### config.mk
export PLATFORM = sky130hd
export DESIGN_NAME = priority_req_sequencer_flat
export DESIGN_NICKNAME = d
export VERILOG_FILES = /design/src/rtl/priority_req_sequencer_if.sv /design/src/rtl/priority_req_sequencer.sv /design/src/flat_wrapper.sv
export SDC_FILE = /design/constraint.sdc
export NUM_CORES = 1
export LEC_CHECK = 0
export CORE_ASPECT_RATIO = 1.1
export CORE_MARGIN = 3
export CORE_UTILIZATION = 31
export CTS_BUF_LIST = sky130_fd_sc_hd__clkbuf_4
export DETAILED_ROUTE_END_ITERATION = 16
export SKIP_LAST_GASP = 1
export SYNTH_ARGS = -nofsm -noshare
export SYNTH_HDL_FRONTEND = slang
export SYNTH_SLANG_ARGS = --single-unit
### constraint.sdc
create_clock -name clk -period 3.2 [get_ports clk]
set_clock_uncertainty 0.2 [all_clocks]
set_input_delay 0.8 -clock clk [delete_from_list [all_inputs] [get_ports clk]]
set_output_delay 0.8 -clock clk [all_outputs]
set_load 0.005 [all_outputs]
### src/rtl/priority_req_sequencer_if.sv
// Interface between the sequencer, the 16-input encoder and the downstream
// interrupt consumer. The slave modport is the sequencer; the master modport is
// the environment that drives requests, returns the encoder code and accepts offers.
//   req_in    : raw asynchronous request lines
//   mask      : hides pending bits from the encoder; the bits are kept
//   pend_vec  : pending & ~mask, fed to the encoder
//   enc_code  : encoder result; upper nibble nonzero means no request
//   irq_*     : valid/ready offer of the winning index
//   ovr_flags : sticky overrun flags; ovr_clr clears them all
//   busy      : high while an offer is outstanding
interface priority_req_sequencer_if;
  localparam int unsigned WIDTH = 16;
  localparam int unsigned IDX_W = 4;
  localparam int unsigned CODE_W = 8;

  logic [WIDTH-1:0]  req_in;
  logic [WIDTH-1:0]  mask;
  logic [WIDTH-1:0]  pend_vec;
  logic [CODE_W-1:0] enc_code;
  logic              irq_valid;
  logic [IDX_W-1:0]  irq_index;
  logic              irq_ready;
  logic [WIDTH-1:0]  ovr_flags;
  logic              ovr_clr;
  logic              busy;

  modport master (
    output req_in, mask, enc_code, irq_ready, ovr_clr,
    input  pend_vec, irq_valid, irq_index, ovr_flags, busy
  );

  modport slave (
    input  req_in, mask, enc_code, irq_ready, ovr_clr,
    output pend_vec, irq_valid, irq_index, ovr_flags, busy
  );
endinterface

### src/rtl/priority_req_sequencer.sv
// Front-end and retirement stage for a 16-input priority encoder.
// Synchronises raw requests, captures events into sticky pending bits, presents
// the masked pending vector to the encoder, offers the encoder's winner on a
// valid/ready handshake and retires the served bit on acceptance.
// Ports:
//   clk : clock
//   rst : asynchronous active-high reset
//   bus : priority_req_sequencer_if.slave (requests, mask, encoder loop,
//         offer handshake, overrun flags, busy)
module priority_req_sequencer #(
  parameter int unsigned WIDTH       = 16,
  parameter int unsigned SYNC_STAGES = 2,
  parameter bit          EDGE_MODE   = 1'b1
) (
  input  logic                     clk,
  input  logic                     rst,
  priority_req_sequencer_if.slave  bus
);
  localparam int unsigned IDX_W = 4;

  typedef enum logic {IDLE, OFFER} state_t;

  state_t                               state_q;
  logic [SYNC_STAGES-1:0][WIDTH-1:0]    sync_q;
  logic [WIDTH-1:0]                     sync_s;
  logic [WIDTH-1:0]                     hist_q;
  logic [WIDTH-1:0]                     event_c;
  logic [WIDTH-1:0]                     clr_c;
  logic [WIDTH-1:0]                     pending_q;
  logic [WIDTH-1:0]                     ovr_q;
  logic                                 accept_c;
  logic                                 valid_q;
  logic                                 busy_q;
  logic [IDX_W-1:0]                     index_q;

  assign sync_s = sync_q[SYNC_STAGES-1];

  // Request event: rising edge of the synchronised line, or its level.
  generate
    if (EDGE_MODE) begin : g_edge
      assign event_c = sync_s & ~hist_q;
    end else begin : g_level
      assign event_c = sync_s;
    end
  endgenerate

  // One-hot retire vector for the offered index on acceptance.
  assign accept_c = (state_q == OFFER) && bus.irq_ready;
  assign clr_c    = accept_c ? (WIDTH'(1) << index_q) : '0;

  // Synchroniser chain plus edge-history flop.
  always_ff @(posedge clk or posedge rst) begin
    if (rst) begin
      sync_q <= '0;
      hist_q <= '0;
    end else begin
      sync_q[0] <= bus.req_in;
      for (int i = 1; i < int'(SYNC_STAGES); i++) begin
        sync_q[i] <= sync_q[i-1];
      end
      hist_q <= sync_s;
    end
  end

  // Pending bits: a set in the same cycle as a retire wins. Overrun only when
  // the bit is already pending and is not being retired this cycle; an overrun
  // event wins over ovr_clr for its own bit.
  always_ff @(posedge clk or posedge rst) begin
    if (rst) begin
      pending_q <= '0;
      ovr_q     <= '0;
    end else begin
      pending_q <= (pending_q & ~clr_c) | event_c;
      ovr_q     <= (bus.ovr_clr ? '0 : ovr_q) | (event_c & pending_q & ~clr_c);
    end
  end

  // Offer FSM: lookup in IDLE, hold the offer in OFFER until accepted.
  always_ff @(posedge clk or posedge rst) begin
    if (rst) begin
      state_q <= IDLE;
      valid_q <= 1'b0;
      busy_q  <= 1'b0;
      index_q <= '0;
    end else begin
      case (state_q)
        IDLE: begin
          if (bus.enc_code[7:4] == 4'h0) begin
            index_q <= bus.enc_code[3:0];
            valid_q <= 1'b1;
            busy_q  <= 1'b1;
            state_q <= OFFER;
          end
        end
        OFFER: begin
          if (bus.irq_ready) begin
            valid_q <= 1'b0;
            busy_q  <= 1'b0;
            state_q <= IDLE;
          end
        end
        default: begin
          valid_q <= 1'b0;
          busy_q  <= 1'b0;
          state_q <= IDLE;
        end
      endcase
    end
  end

  // pend_vec is combinational so the encoder sees the current masked state.
  assign bus.pend_vec  = pending_q & ~bus.mask;
  assign bus.irq_valid = valid_q;
  assign bus.irq_index = index_q;
  assign bus.busy      = busy_q;
  assign bus.ovr_flags = ovr_q;
endmodule

### src/flat_wrapper.sv
// flat-port wrapper written by rule: the top's interface ports become plain ports
module priority_req_sequencer_flat 
#(
  parameter int unsigned WIDTH       = 16,
  parameter int unsigned SYNC_STAGES = 2,
  parameter bit          EDGE_MODE   = 1'b1
)
  (clk, rst, bus_req_in, bus_mask, bus_enc_code, bus_irq_ready, bus_ovr_clr, bus_pend_vec, bus_irq_valid, bus_irq_index, bus_ovr_flags, bus_busy);
  priority_req_sequencer_if bus_i ();
  input  logic clk;
  input  logic rst;
  input wire logic [$bits(bus_i.req_in)-1:0] bus_req_in;
  input wire logic [$bits(bus_i.mask)-1:0] bus_mask;
  input wire logic [$bits(bus_i.enc_code)-1:0] bus_enc_code;
  input wire logic [$bits(bus_i.irq_ready)-1:0] bus_irq_ready;
  input wire logic [$bits(bus_i.ovr_clr)-1:0] bus_ovr_clr;
  output wire logic [$bits(bus_i.pend_vec)-1:0] bus_pend_vec;
  output wire logic [$bits(bus_i.irq_valid)-1:0] bus_irq_valid;
  output wire logic [$bits(bus_i.irq_index)-1:0] bus_irq_index;
  output wire logic [$bits(bus_i.ovr_flags)-1:0] bus_ovr_flags;
  output wire logic [$bits(bus_i.busy)-1:0] bus_busy;
  assign bus_i.req_in = bus_req_in;
  assign bus_i.mask = bus_mask;
  assign bus_i.enc_code = bus_enc_code;
  assign bus_i.irq_ready = bus_irq_ready;
  assign bus_i.ovr_clr = bus_ovr_clr;
  assign bus_pend_vec = bus_i.pend_vec;
  assign bus_irq_valid = bus_i.irq_valid;
  assign bus_irq_index = bus_i.irq_index;
  assign bus_ovr_flags = bus_i.ovr_flags;
  assign bus_busy = bus_i.busy;
  priority_req_sequencer #(.WIDTH(WIDTH), .SYNC_STAGES(SYNC_STAGES), .EDGE_MODE(EDGE_MODE)) u_core (.clk(clk), .rst(rst), .bus(bus_i));
endmodule
==> impl_metrics.csv, run 1 <==
group,metric,value,unit
floorplanning,rows,36,
outcome,status,"completed",
floorplanning,die_x,97.4,µm
synth,syn_inst,204,
final_layout,regArea,2150,µm²
final_layout,drive_gt1_frac,0.0870,
final_layout,multi_input_area,612,µm²
clock_network,cts_tree,"done",
synth,syn_avg_cell_area,14.0,µm²
clock_network,cts_sinks,86,
global_routing,overflow,0,
hold_path,hold_depth,0,
critical_path,worstSetupEndpointType,"output pin",
critical_path,r2r-end,"u_core.bus.ovr_flags[5]",
critical_path,r2r-start,"u_core.state_q",
critical_path,timing.critical_path.from,"bus_mask[14]",
critical_path,slowest_stage,"clkdlybuf4s50_1",
job,max_cap_violations,0,
final_layout,insertedDiodeCount,0,
clock_network,htreeDepth,3,
final_layout,fill_cells,849,
timing,final.setup.tns,0,ns
final_layout,syn_to_final_growth,39.5,%
synth,synth-seq-area-share,0.756,
critical_path,rr_worst_depth,3,
floorplanning,pin_count,82,
floorplanning,die_area,10400,µm²
floorplanning,die_h,107,µm
critical_path,path_buf_inv,2,
route,detail-route-antenna-nets,0,
place,routabilityCongestion,0.706,
clock_network,post-cts-setup-buffer-count,0,
synth,synth_fp_nets,248,
route,drt-initial-drc-count,56,
timing,fin_crit_sh,0.883,
timing,rsz0062_at_grt,"false",
global_routing,grt_pass1_wl,8970,µm
critical_path,cp_data_arrival_time,1.83,ns
place,post-place-ws,0.351,ns
critical_path,ff2ff_setup_slack,1.57,ns
route,post_drt_via_cell_ratio,4.32,
pwr,leakage,0.00164,µW
route,drc,0,
pwr,power_density,545,nW/µm²
place,place.detailed.hpwl,3870,µm
pwr,power.total,2160,µW
floorplanning,coreArea,8920,µm²
clock_network,numCtsBuffers,9,
critical_path,worst_setup_path_start_kind,"primary input",
timing,whs,0.155,ns
critical_path,critPathMaxStageDelay,0.51,ns
global_routing,grt_max_degree,87,
timing,slew_headroom,0.702,
place,numPortBuffers,81,
final_layout,post-route-util,0.446,
hold_path,min-delay-path-class,"reg2reg",
clock_network,cts_max_path_buffers,2,
critical_path,cp_cell_sequence,"clkdlybuf4s50_1, nor2b_1, clkdlybuf4s50_1",
timing,fmax,0.354,GHz
route,vias,1783,
global_routing,grt_pass1_vias,1746,
synth,netlist_area,2850,µm²
timing,finalMaxSlewViolations,0,
clock_network,cts_root_buf,"clkbuf_4",
synth,synth_area_leaders,"dfrtp_1, nand2b_1, nor2b_1, o22ai_1, o21ai_0",
pwr,max-vdd-ir-drop,0.000215,V
final_layout,final_cell_mix,"dfrtp_1, clkdlybuf4s50_1, nand2b_1, nand2_1",
critical_path,crit_fanout,1,
global_routing,antenna_found_initial,0,
route,wl_per_cell,13.4,µm
clock_network,clkSlewWorstSetupHoldPaths,0.12,ns
timing,hold_viol,0,
hold_path,hp-start,"u_core.sync_q[7]",
critical_path,critPathKind,"in2out",
critical_path,required,2.20,ns
floorplanning,initial_core_util,0.319,
hold_path,hold_end,"u_core.sync_s[7]",
final_layout,final_common_cell,"dfrtp_1",
clock_network,insertion_delay,0.41,ns
global_routing,grt_util_all_layers,0.113,
synth,synthDominantCellAreaShare,0.756,
timing,fin_ws,0.375,ns
critical_path,cpMostUsedCell,"clkdlybuf4s50_1",
timing,worst_slew_pin_slew,0.447,ns
clock_network,post_cts_resized,0,
clock_network,cts-hold-fix-buffers,0,
synth,yosys_register_bits,86,
synth,synth_cell_types,20,
critical_path,crit_family,"buffers and inverters",
synth,yosys.area.top_type,"dfrtp_1",
timing,min_period,2.83,ns
route,drt_first_pass_iters,4,
timing,setup_viol,0,
route,drt-total-wl,5520,µm
synth,yosys_warnings,0,
final_layout,nets,338,
[flip-flops by register name, summed over array words and instances, names as in the netlist]
register              flops
u_core.hist_q            16
u_core.state_q            1
u_core.bus.irq_valid      1
u_core.pending_q         16
u_core.sync_s            16
u_core.bus.ovr_flags     16
u_core.bus.irq_index      4
u_core.sync_q            16
[stage by stage]
stage / instances / instance area, µm²
after floorplan: 204 / 2850
after global placement: 397 / 3810
after detailed placement: 397 / 3810
after CTS: 413 / 3970
after global routing: 413 / 3970
final: 413 / 3970
[worst max path at each step]
stage                               to  slack [ns]  depth (start not counted)
3_3_place_gp           bus_pend_vec[1]        0.39                          3
4_1_cts                bus_pend_vec[8]        0.36                          3
6_report              bus_pend_vec[14]        0.37                          3
3_5_place_dp           bus_pend_vec[8]        0.35                          3
5_1_grt                bus_pend_vec[5]        0.30                          3
2_1_floorplan  u_core.bus.irq_index[0]        1.07                          3
[Yosys cell counts, drive strengths merged]
master / instances
clkbuf: 2
nand4: 1
dfrtp: 86
o22ai: 16
mux2: 4
o21ai: 16
or2: 1
nor2: 1
nor2b: 16
mux2i: 1
buf: 2
nand2: 18
a21o: 1
nand4bb: 1
or4: 1
nand2b: 18
nand4b: 2
inv: 17
[area by class of cell]
| type | count | area share |
|---|---|---|
| Clock inverter | 6 | 0.0217 |
| Tap cell | 114 | 0.0359 |
| Multi-Input combinational cell | 97 | 0.154 |
| Sequential cell | 86 | 0.542 |
| Timing Repair Buffer | 83 | 0.211 |
| Inverter | 17 | 0.0170 |
| Clock buffer | 10 | 0.0189 |
[layer usage]
layer | vias up | share of wire | global-route usage
met2 | 55 | 0.48 | 0.178
met4 | 0 | 0.013 | 0.0415
met5 | - | 0 | 0
li1 | 851 | - | -
met1 | 871 | 0.44 | 0.142
met3 | 6 | 0.068 | 0.0433
[cell families after synthesis]
group / synth area share
compound gates: 0.0663
buf+inv: 0.0294
simple gates: 0.124
flops: 0.756
mux: 0.0246
[power breakdown]
group	total (µW)	internal [µW]	switching [µW]	leakage, µW
Clock	670	325	345	0.0000880
Sequential	1210	1160	47.2	0.000969
Combinational	289	184	105	0.000588
Total	2160	1670	498	0.00164
[worst reg2reg max path: cells and delay by family (launching register included)]
| kind | cells | cell delay (ns) |
|---|---|---|
| flops | 1 | 0.57 |
| compound gates | 2 | 0.44 |
| simple gates | 1 | 0.32 |
Power figures use the tool's default switching activity.
==> run 2, diff against run 1 <==
--- a/config.mk
+++ b/config.mk
@@ -6,10 +6,11 @@
 export NUM_CORES = 1
 export LEC_CHECK = 0
 export CORE_ASPECT_RATIO = 1.1
-export CORE_MARGIN = 3
+export CORE_MARGIN = 8
 export CORE_UTILIZATION = 31
 export CTS_BUF_LIST = sky130_fd_sc_hd__clkbuf_4
 export DETAILED_ROUTE_END_ITERATION = 16
+export REMOVE_ABC_BUFFERS = 1
 export SKIP_LAST_GASP = 1
 export SYNTH_ARGS = -nofsm -noshare
 export SYNTH_HDL_FRONTEND = slang
==> run 2 against run 1 <==
  * Utilization is 0.58 points lower
  * Count of clock-buffer cells in the layout is 1 higher
  * Critical endpoint is now bus_pend_vec[13]
  * Combinational power is essentially flat
  * Hold slack got worse by 0.0031 ns
  * Maximum frequency shrank 2.4%
==> impl_metrics.csv, run 2 (synthesis results as in run 1) <==
group,metric,value,unit
floorplanning,die_h,117,µm
critical_path,ff2ff_setup_slack,1.41,ns
floorplanning,initial_core_util,0.319,
timing,rsz0062_at_grt,"false",
route,vias,1797,
critical_path,crit_fanout,1,
timing,slew_headroom,0.493,
place,routabilityCongestion,0.669,
critical_path,cp_data_arrival_time,1.89,ns
timing,finalMaxSlewViolations,0,
global_routing,overflow,0,
clock_network,insertion_delay,0.42,ns
timing,fin_ws,0.305,ns
final_layout,syn_to_final_growth,37.7,%
global_routing,antenna_found_initial,0,
timing,hold_viol,0,
critical_path,worstSetupEndpointType,"output pin",
clock_network,numCtsBuffers,9,
critical_path,worst_setup_path_start_kind,"primary input",
route,wl_per_cell,14.9,µm
timing,fin_crit_sh,0.905,
final_layout,final_common_cell,"dfrtp_1",
final_layout,layoutNonFillerInstCount,410,
clock_network,cts_sinks,86,
clock_network,cts_root_buf,"clkbuf_4",
route,drc,0,
floorplanning,die_area,12500,µm²
pwr,max-vdd-ir-drop,0.000208,V
final_layout,drive_gt1_frac,0.0743,
route,drt-total-wl,6100,µm
timing,whs,0.152,ns
critical_path,critPathKind,"in2out",
floorplanning,coreArea,8920,µm²
global_routing,grt_util_all_layers,0.106,
critical_path,required,2.20,ns
final_layout,insertedDiodeCount,0,
clock_network,htreeDepth,3,
clock_network,clkSlewWorstSetupHoldPaths,0.12,ns
floorplanning,rows,36,
hold_path,min-delay-path-class,"reg2reg",
clock_network,post_cts_resized,0,
clock_network,cts_max_path_buffers,2,
route,drt_first_pass_iters,4,
place,place.detailed.hpwl,4440,µm
floorplanning,die_x,107,µm
place,dp.cells,396,
place,post-place-ws,0.261,ns
final_layout,nets,337,
clock_network,cts_tree,"done",
global_routing,grt_pass1_wl,10100,µm
pwr,power_density,525,nW/µm²
pwr,leakage,0.00162,µW
route,post_drt_via_cell_ratio,4.38,
clock_network,post-cts-setup-buffer-count,0,
timing,min_period,2.89,ns
global_routing,grt_max_degree,61,
clock_network,cts-hold-fix-buffers,0,
outcome,status,"completed",
final_layout,final_cell_mix,"dfrtp_1, clkdlybuf4s50_1, nand2b_1, nand2_1",
route,detail-route-antenna-nets,0,
timing,setup_viol,0,
place,numPortBuffers,81,
job,max_cap_violations,0,
timing,worst_slew_pin_slew,0.758,ns
floorplanning,pin_count,82,
timing,fmax,0.345,GHz
route,drt-initial-drc-count,62,
global_routing,grt_pass1_vias,1998,
==> run 2: cell types whose count changed in the layout (fill, tap and decap cells not counted), sizes merged <==
cell / before / now
buf: 2 / 1
bufinv: 2 / 1
clkbuf: 10 / 11
clkinv: 4 / 3
clkinvlp: 1 / 0
==> run 2: power breakdown <==
| group | switching [µW] | total, µW | internal (µW) |
|---|---|---|---|
| registers | 45.4 | 1200 | 1160 |
| clock network | 320 | 564 | 244 |
| logic | 108 | 291 | 183 |
| total | 473 | 2060 | 1580 |
==> run 2: stage by stage <==
| stage | util | setup TNS, ns | total power, µW | area, µm² |
|---|---|---|---|---|
| after detailed placement | 0.426 | 0 | 1530 | 3800 |
| after global placement | 0.426 | 0 | 1520 | 3800 |
| after floorplan | - | -1.88 | 1320 | 2830 |
| after CTS | 0.440 | 0 | 2100 | 3920 |
| final | 0.440 | 0 | 2060 | 3920 |
| after global routing | 0.440 | 0 | 2180 | 3920 |
==> run 2: worst max-delay path: stages <==
cell             delay, ns
clkdlybuf4s50_1       0.40
nor2b_1               0.16
clkdlybuf4s50_1       0.53
==> run 2: area by class of cell <==
class	count	area, µm²
Tap cell	114	143
Fill cell	832	5000
Timing Repair Buffer	82	831
Sequential cell	86	2150
Clock inverter	3	37.5
Inverter	17	65.1
Multi-Input combinational cell	97	612
Clock buffer	11	82.6
==> run 2: worst paths after layout <==
check                           depth (start not counted)              from                 endpoint
worst max-delay path                                    3      bus_mask[13]         bus_pend_vec[13]
worst min-delay path                                    0  u_core.sync_q[4]         u_core.sync_s[4]
worst max register to register                          3    u_core.state_q  u_core.bus.ovr_flags[6]
worst min register to register                          0  u_core.sync_q[4]         u_core.sync_s[4]
max in group asynchronous                               3               rst         u_core.sync_s[2]
min in group asynchronous                               2               rst        u_core.hist_q[11]
==> run 2: metal layers <==
metal  global-route usage  routed length, µm
met5                    0                  0
met4               0.0417                 82
met3               0.0469                552
met2                0.163               2820
met1                0.127               2650
